===== config.mk =====
export PLATFORM = sky130hd
export DESIGN_NAME = i2c_slave_regbank
export DESIGN_NICKNAME = d
export VERILOG_FILES = /design/src/rtl/i2c_pkg.sv /design/src/rtl/i2c_reg_array.sv /design/src/rtl/i2c_slave_regbank.sv
export SDC_FILE = /design/constraint.sdc
export NUM_CORES = 1
export LEC_CHECK = 0
export CAP_MARGIN = 25
export CORE_MARGIN = 4
export CORE_UTILIZATION = 30
export CTS_BUF_LIST = sky130_fd_sc_hd__clkbuf_4
export CTS_CLUSTER_DIAMETER = 60
export DETAILED_ROUTE_END_ITERATION = 12
export DONT_BUFFER_PORTS = 1
export PLACE_DENSITY_LB_ADDON = 0.15
export SETUP_SLACK_MARGIN = 0.4
export SYNTH_ARGS = -nofsm -noshare
export SYNTH_HDL_FRONTEND = slang
export SYNTH_SLANG_ARGS = --single-unit

===== constraint.sdc =====
create_clock -name clk_i -period 2.9 [get_ports clk_i]
set_clock_uncertainty 0.1 [all_clocks]
set_input_delay 0.145 -clock clk_i [delete_from_list [all_inputs] [get_ports clk_i]]
set_output_delay 0.145 -clock clk_i [all_outputs]
set_load 0.03 [all_outputs]

===== src/rtl/i2c_pkg.sv =====
// i2c_pkg: shared types for the I2C register back end.
// Regbank FSM encoding and default register count.
package i2c_pkg;

  localparam int NUM_REGS_DEF = 16;

  typedef enum logic [1:0] {
    IDLE,
    ARMED,
    WR_DATA,
    RD_DATA
  } rb_state_e;

endpackage


===== src/rtl/i2c_reg_array.sv =====
// i2c_reg_array: NUM_REGS x 8 storage, I2C and user write ports.
// I2C port wins on a same-index collision; reads are combinational.
module i2c_reg_array
  import i2c_pkg::*;
#(
  parameter  int NUM_REGS = NUM_REGS_DEF,
  localparam int PTR_W    = $clog2(NUM_REGS)
) (
  input  logic             clk_i,
  input  logic             rst_ni,
  input  logic             i2c_we_i,
  input  logic [PTR_W-1:0] i2c_idx_i,
  input  logic [7:0]       i2c_wdata_i,
  input  logic             usr_we_i,
  input  logic [PTR_W-1:0] usr_idx_i,
  input  logic [7:0]       usr_wdata_i,
  input  logic [PTR_W-1:0] tx_idx_i,
  output logic [7:0]       tx_rdata_o,
`ifdef I2C_REGBANK_WPROT_EN
  output logic             lock_o,
`endif
  output logic [7:0]       usr_rdata_o
);

  logic [7:0] regs_q [NUM_REGS];

  // register storage: I2C write has priority over user write
  always_ff @(posedge clk_i or negedge rst_ni) begin
    if (!rst_ni) begin
      for (int i = 0; i < NUM_REGS; i++) regs_q[i] <= '0;
    end else begin
      for (int i = 0; i < NUM_REGS; i++) begin
        if (i2c_we_i && i2c_idx_i == PTR_W'(i))
          regs_q[i] <= i2c_wdata_i;
        else if (usr_we_i && usr_idx_i == PTR_W'(i))
          regs_q[i] <= usr_wdata_i;
      end
    end
  end

  assign tx_rdata_o  = regs_q[tx_idx_i];
  assign usr_rdata_o = regs_q[usr_idx_i];

`ifdef I2C_REGBANK_WPROT_EN
  assign lock_o = regs_q[NUM_REGS-1][0];
`endif

endmodule


===== src/rtl/i2c_slave_regbank.sv =====
// i2c_slave_regbank: pointer/auto-increment register back end for I2C slave.
// Define I2C_REGBANK_WPROT_EN to make the top register an I2C write lock.
module i2c_slave_regbank
  import i2c_pkg::*;
#(
  parameter  int NUM_REGS = NUM_REGS_DEF,
  localparam int PTR_W    = $clog2(NUM_REGS)
) (
  input  logic             clk_i,
  input  logic             rst_ni,
  input  logic             sta_i,
  input  logic             sto_i,
  input  logic             rw_i,
  input  logic             rx_wr_i,
  input  logic [7:0]       rx_data_i,
  input  logic             tx_rd_i,
  output logic [7:0]       tx_data_o,
  output logic             tx_valid_o,
  input  logic [PTR_W-1:0] usr_addr_i,
  input  logic             usr_we_i,
  input  logic [7:0]       usr_wdata_i,
  output logic [7:0]       usr_rdata_o,
  output logic             wr_pulse_o,
  output logic [PTR_W-1:0] wr_idx_o,
  output logic [PTR_W-1:0] ptr_o
);

  rb_state_e        state_q, state_d;
  logic [PTR_W-1:0] ptr_q, ptr_d;
  logic [PTR_W-1:0] wr_idx_q, wr_idx_d;
  logic             wr_pulse_q;
  logic             tx_valid_q, tx_valid_d;
  logic [7:0]       tx_data_q, tx_rdata;
  logic             wr_req, i2c_we;

`ifdef I2C_REGBANK_WPROT_EN
  logic lock;
  assign i2c_we = wr_req &&
    (!lock || ptr_q == PTR_W'(NUM_REGS-1));
`else
  assign i2c_we = wr_req;
`endif

  i2c_reg_array #(.NUM_REGS(NUM_REGS)) u_regs (
    .clk_i      (clk_i),
    .rst_ni     (rst_ni),
    .i2c_we_i   (i2c_we),
    .i2c_idx_i  (ptr_q),
    .i2c_wdata_i(rx_data_i),
    .usr_we_i   (usr_we_i),
    .usr_idx_i  (usr_addr_i),
    .usr_wdata_i(usr_wdata_i),
    .tx_idx_i   (ptr_q),
    .tx_rdata_o (tx_rdata),
`ifdef I2C_REGBANK_WPROT_EN
    .lock_o     (lock),
`endif
    .usr_rdata_o(usr_rdata_o)
  );

  // FSM next state, pointer update and write request
  always_comb begin
    state_d = state_q;
    ptr_d   = ptr_q;
    wr_req  = 1'b0;
    if (sto_i) begin
      state_d = IDLE;
    end else if (sta_i) begin
      state_d = ARMED;
    end else begin
      unique case (state_q)
        IDLE: ;
        ARMED: begin
          if (rx_wr_i) begin
            ptr_d   = rx_data_i[PTR_W-1:0];
            state_d = WR_DATA;
          end else if (tx_rd_i && rw_i) begin
            ptr_d   = ptr_q + PTR_W'(1);
            state_d = RD_DATA;
          end
        end
        WR_DATA: begin
          if (rx_wr_i) begin
            wr_req = 1'b1;
            ptr_d  = ptr_q + PTR_W'(1);
          end
        end
        RD_DATA: begin
          if (tx_rd_i) ptr_d = ptr_q + PTR_W'(1);
        end
        default: state_d = IDLE;
      endcase
    end
  end

  // tx_data is stale for one cycle whenever ptr or regs[ptr] moves
  always_comb begin
    wr_idx_d   = i2c_we ? ptr_q : wr_idx_q;
    tx_valid_d = !((ptr_d != ptr_q) || i2c_we ||
                   (usr_we_i && usr_addr_i == ptr_q));
  end

  // state, pointer and output registers
  always_ff @(posedge clk_i or negedge rst_ni) begin
    if (!rst_ni) begin
      state_q    <= IDLE;
      ptr_q      <= '0;
      wr_pulse_q <= 1'b0;
      wr_idx_q   <= '0;
      tx_data_q  <= '0;
      tx_valid_q <= 1'b0;
    end else begin
      state_q    <= state_d;
      ptr_q      <= ptr_d;
      wr_pulse_q <= i2c_we;
      wr_idx_q   <= wr_idx_d;
      tx_data_q  <= tx_rdata;
      tx_valid_q <= tx_valid_d;
    end
  end

  assign tx_data_o  = tx_data_q;
  assign tx_valid_o = tx_valid_q;
  assign wr_pulse_o = wr_pulse_q;
  assign wr_idx_o   = wr_idx_q;
  assign ptr_o      = ptr_q;

endmodule

# Yosys cells after proc, flatten, opt, wreduce, memory -nomap -nowiden
# Cells that the tools add are included.
dict set report word_totals {
  regBits 148
  output_inout_bits 26
}
dict set report classes {
  add_sub_neg 1
  magnitude_cmp 2
  n_eq_ne 35
  muxes 54
  bitwise_logic 2
  n_reduce_logical 58
}
# cell n
set ops {}
lappend ops {{2-to-1 mux 8 bit} 36}
lappend ops {{binary-select mux 8 bit (select 4 bit)} 2}
lappend ops {{equality test 4 bit, second input constant} 16}
lappend ops {{logical AND 1 bit} 34}
lappend ops {{equality test 4 x 3 -> 1 bit, second input constant} 8}
lappend ops {{nonzero test 2 bit} 16}
lappend ops {{2-to-1 mux 4 bit} 6}
lappend ops {{equality test 4 x 2 -> 1 bit, second input constant} 4}
lappend ops {{one-hot mux 4 bit (3 select lines)} 1}
lappend ops {{greater-or-equal comparator 5 bit, second input constant} 2}
lappend ops {{2-to-1 mux 2 bit} 5}
lappend ops {{NOT 4 -> 5 bit} 2}
lappend ops {{equality test 4 x 1 -> 1 bit, second input constant} 2}
lappend ops {{zero test 4 bit} 2}
lappend ops {{adder 4 x 1 -> 4 bit, second input constant} 1}
lappend ops {{equality test 2 bit, second input constant} 2}
lappend ops {{equality test 4 bit} 1}
lappend ops {{2-to-1 mux 1 bit} 4}
lappend ops {{!= test 4 bit} 1}
lappend ops {{nonzero test 4 bit} 1}
lappend ops {{nonzero test 3 bit} 1}
lappend ops {{equality test 2 x 1 -> 1 bit, second input constant} 1}
lappend ops {{logical OR 1 bit} 2}
lappend ops {{AND reduction 2 bit} 1}
lappend ops {{zero test 1 bit} 1}

# Logic depth before layout (Yosys ltp)
dict set report logic_depth {
  depth_word 10
  ltp_mapped 10
  depth_no_buf 8
}

# By module
# A second synthesis with hierarchy kept.
dict set report hier_totals {
  hier_cells 1075
  hier_area_um2 9795.6
}
# mod instances cells_each area_each_um2
set modules_own_cells {}
lappend modules_own_cells {i2c_reg_array 1 953 8630.8}
lappend modules_own_cells {i2c_slave_regbank 1 122 1164.9}

# Least setup slack after synthesis
# No wires, ideal clock.
dict set report synth_timing {
  path_kind {flip-flop to flip-flop}
  from {reg ptr_q[0] (netlist: ptr_o[0])}
  to {reg tx_valid_q (netlist: tx_valid_o)}
  t_arrival_ps 2312
  path_slack_ps 367
  stages_incl_launch_ff 11
  path_cell_list {dfrtp_1 > clkbuf_1 > buf_2 > inv_1 > ha_1 > and3_2 > a211o_1 > a22oi_2 > xnor2_1 > o21ai_1 > and4_1}
}
dict set report synth_via {
  elab_chain_cells 10
  elab_cells_between_ends 14
}
# item line
set synth_lines {}
lappend synth_lines {{start: declaration} i2c_slave_regbank.sv:29} ;# logic [PTR_W-1:0] ptr_q, ptr_d;
lappend synth_lines {{start signal: assignment} i2c_slave_regbank.sv:114} ;# ptr_q <= ptr_d;
lappend synth_lines {{adder 4 x 1 -> 4 bit} {i2c_slave_regbank.sv:78, i2c_slave_regbank.sv:85, i2c_slave_regbank.sv:89}}
lappend synth_lines {{2-to-1 mux 4 bit} i2c_slave_regbank.sv:77} ;# end else if (tx_rd_i && rw_i) begin
lappend synth_lines {{2-to-1 mux 4 bit} i2c_slave_regbank.sv:74} ;# if (rx_wr_i) begin
lappend synth_lines {{one-hot mux 4 bit (3 select lines)} i2c_slave_regbank.sv:71} ;# unique case (state_q)
lappend synth_lines {{2-to-1 mux 4 bit} i2c_slave_regbank.sv:68} ;# end else if (sta_i) begin
lappend synth_lines {{2-to-1 mux 4 bit} i2c_slave_regbank.sv:66} ;# if (sto_i) begin
lappend synth_lines {{!= test 4 bit} i2c_slave_regbank.sv:99} ;# tx_valid_d = !((ptr_d != ptr_q) || i2c_we ||
lappend synth_lines {{logical OR 1 bit} i2c_slave_regbank.sv:99}
lappend synth_lines {{logical OR 1 bit *} i2c_slave_regbank.sv:99}
lappend synth_lines {{zero test 1 bit *} i2c_slave_regbank.sv:99}
lappend synth_lines {{net tx_valid_d} i2c_slave_regbank.sv:32} ;# logic tx_valid_q, tx_valid_d;
lappend synth_lines {{end signal: assignment} i2c_slave_regbank.sv:118} ;# tx_valid_q <= tx_valid_d;
lappend synth_lines {{end: declaration} i2c_slave_regbank.sv:32}
# The timed path passes the listed nets; every way through them passes the cells marked *.
# A chain may end at the register's enable or synchronous reset.

# Worst setup path after layout
dict set report layout_timing {
  from {reg u_regs.regs_q[97] in the netlist's numbering}
  to {out usr_rdata_o[1]}
}
dict set report layout_via {
  elab_chain_cells 3
}
# item line
set layout_lines {}
lappend layout_lines {{start: declaration} i2c_reg_array.sv:25} ;# logic [7:0] regs_q [NUM_REGS];
lappend layout_lines {{start signal: indexed assignment} i2c_reg_array.sv:34} ;# regs_q[i] <= i2c_wdata_i;
lappend layout_lines {{start signal: indexed assignment} i2c_reg_array.sv:36} ;# regs_q[i] <= usr_wdata_i;
lappend layout_lines {{binary-select mux 8 bit (select 4 bit)} i2c_reg_array.sv:42} ;# assign usr_rdata_o = regs_q[usr_idx_i];
lappend layout_lines {{2-to-1 mux 8 bit (implied by the code) (2 in series)} i2c_reg_array.sv:42}
lappend layout_lines {{end: declaration} i2c_slave_regbank.sv:22} ;# output logic [7:0] usr_rdata_o,
# Every way passes these cells. The select of a mux whose other input is x is not followed.

==> results.md <==
- Layout cells sized above 1: 0.198
- Crit-path most repeated cell: mux4_2
- Endpoints failing setup: 0
- Detail Route Antenna Nets: 0
- P per Cell Area: 643 nW/um^2
- Clock Pin Slew Worst Setup and Hold Paths: 0.17 ns
- Number of global-route vias before repair: approximately 6600
- Reg-to-Reg Start: ptr_o[2]$_DFF_PN0_
- Detailed Route WL: 29100 um
- Clock Sinks: 148
- Via Count: approximately 6600
- Number of vias per cell: 5.44
- Pre-CTS setup slack: between 0.5 and 0.6 ns
- Area taken by flip-flops and latches: 3710 um^2
- Hold-fix buffers, CTS: 30
- Max Cap Viol: 0
- Worst VDD drop: between 0.0002 and 0.00025 V
- Max_slew headroom: 0.338
- Wirelength per Cell: around 24 um
- FF-to-FF setup slack: between 0.5 and 0.6 ns
- Unrepaired setup endpoints after global routing: yes
- CTS tree: yes
- Die height: 183 um
- Fillers: roughly 3000
- Final Util: 0.336
- Worst hold slack: -0.837 ns
- Ys Warns: 0
- Post-synth ARST share: 1.00
- Worst setup SP type: flop
- Synth-to-layout area growth: 9.14%
- CTS max path bufs: 2
- Crit-path slowest cell: mux4_2
- Tot GR Track Use: 0.178
- Fin Setup TNS: 0 ns
- EDFF count, synth: 0
- Placed Area: ~9400 um^2
- Mean Syn Cell Area: 11.3 um^2
- Core footprint: between 20000 and 30000 um^2
- Port Buffers: 0
- Status: finished, violations left
- Static leakage: roughly 4.1 nW
- CP endpoint: usr_rdata_o[1]
- Reg2reg end: u_regs.regs_q[51]$_DFFE_PN0P_
- Clock Root Buffer: clkbuf_4
- Placed cells: 1143
- Syn nets: 851
- Crit. End Element: primary output
- CP cell instances: mux4_2 -> mux4_2
- Cts bufs inserted: 17
- Worst hold path class: in -> async
- Final hold vios: between 100 and 150
- Worst r2r path cells: 5
- Multi-input gate area: 5120 um^2
- Initial DRC Count: between 600 and 700
- Dominant register cell in the synthesized netlist: dfrtp_1
- Slew @ Worst Pin: 0.989 ns
- Final HPWL DP: 19400 um
- H-tree depth: 4
- Critical Path AT: 2.17 ns
- FF+latch count, synth: about 150
- Register area share after synthesis: 0.402
- Failing checks: hold timing
- Die W: 183 um
- GRT overflow: 0
- CP Max Fanout: 3
- Die footprint: 33600 um^2
- Final Worst Setup Slack: 0.483 ns
- Clock latency on the worst-skew pair: 0.59 ns
- GPL Wtd Cong: around 0.78
- Final min period: roughly 2.4 ns
- Design area: 10100 um^2
- Initial antenna violation count: 5
- CP Class: reg -> out
- Rows: 63
- Total power: 6.47 mW
- Largest net degree at the start of global routing: ~150
- Critical Path Source: u_regs.regs_q[97]$_DFFE_PN0P_
- Post-Layout Cell Count: ~1200
- Fin. max-slew vios: 0
- Synthesized area: 9210 um^2
- CP peak stage delay: 0.61 ns
- Worst path required time: 2.65 ns
- IO Count: 54
- Detailed Routing Iterations Pass 1: 5
- DR DRC count: 0
- Post-Synthesis Cells: ~800
- Nets: 836
- First-pass GRT wire length: about 45000 um
- Crit share post-route: 0.833
- Starting Density: 0.308
- Synth unique cells: 52
- Max Fclk: about 0.41 GHz
metal layers:
layer | vias to the layer above | track usage | routed length, um | share of wire
li1 | 2980 | - | - | -
met1 | 3391 | 0.262 | 14000 | 0.48
met2 | 183 | 0.279 | 13600 | 0.47
met3 | 19 | 0.0321 | 1240 | 0.043
met4 | 2 | 0.0316 | 271 | 0.0093
met5 | - | 0 | 17 | 0.00058
worst max-delay path: cells and delay by family (launching register included):
family	cells	cell delay (ns)
muxes	2	1.14
DFF	1	0.43
sequential cells by signal (all words and copies together) (netlist names):
name / count
wr_pulse_o: 1
state_q: 2
tx_valid_o: 1
u_regs.regs_q: 128
wr_idx_o: 4
ptr_o: 4
tx_data_o: 8
placed cells by master (no fill, tap or decap), types with 2 or more instances in the layout:
master         instances
diode_2                2
nand3b_1               3
mux2_4                 2
nand3_2               10
mux2_2                 4
clkinvlp_4             3
nor2_1               135
and4_1                 2
bufinv_16              2
xnor2_1                4
mux2i_1              128
or3_1                  3
nand2_1                9
buf_4                 14
nand2b_1               6
nand4_4                2
nor2_2                 9
a21oi_1              134
xor2_1                 3
nor3_1                 3
inv_1                  7
dfrtp_2                2
clkinv_4               3
dfrtp_1              145
inv_8                  2
inv_6                  4
mux4_2                80
ha_1                   4
dlygate4sd3_1         30
nor2b_1                4
nand4_1                3
nand3_1                5
o211ai_1               2
o21ai_0                9
clkbuf_4              17
o21a_1                 2
power by group:
part           total (mW)  internal (mW)  switching (mW)
Clock                1.43          0.534           0.894
Combinational        1.91           1.04           0.867
Sequential           3.13           2.57           0.562
kinds of logic (layout without fill, tap and decap cells):
logic type,after synthesis,after routing,synth area share
AOI/OAI and AO/OA,159,159,0.0921
xor gates and xnor gates,7,7,0.00665
adders and majority gates,4,4,0.00543
buffers and inverters,85,83,0.0437
DFF,148,148,0.402
muxes,214,214,0.343
other,0,2,0
and+or+nand+nor,202,202,0.107
cell type report:
class / instances / share of cell area
Antenna cell: 2 / 0.000498
Clock buffer: 17 / 0.0127
Clock inverter: 15 / 0.0169
Inverter: 7 / 0.00261
Multi-Input combinational cell: 586 / 0.510
Sequential cell: 148 / 0.369
Tap cell: 390 / 0.0485
Timing Repair Buffer: 44 / 0.0403
synth_stat cells (all sizes together), types with 4 or more instances:
cell    number  area, um^2
a21oi      134         671
nand4        5        52.6
ha           4        50.1
nor2b        4        25.0
xnor2        4        35.0
clkbuf      28         108
o21ai       10        50.0
nand2        9        33.8
mux2i      128        1280
mux2         6        75.1
nand3       16         135
nor2       144         563
inv          7        26.3
buf         50         269
mux4        80        1800
nand2b       6        37.5
dfrtp      148        3700
worst min-delay path by stage:
stage	endpoint	slack, ns	depth (start not counted)
6_report	u_regs.regs_q[28]$_DFFE_PN0P_	-0.84	0
5_1_grt	u_regs.regs_q[117]$_DFFE_PN0P_	-0.93	0
4_1_cts	u_regs.regs_q[18]$_DFFE_PN0P_	-0.91	0
3_5_place_dp	u_regs.regs_q[4]$_DFFE_PN0P_	-0.23	0
3_3_place_gp	u_regs.regs_q[4]$_DFFE_PN0P_	-0.23	0
2_1_floorplan	ptr_o[0]$_DFF_PN0_	-0.25	0
timing repair:
action / 4_1_cts / 5_1_grt
hold endpoints to repair: 288 / 148
setup buffers: 0 / 2
endpoints found under the setup margin: 0 / 64
resized for setup: 0 / 3
Power figures use the tool's default switching activity.
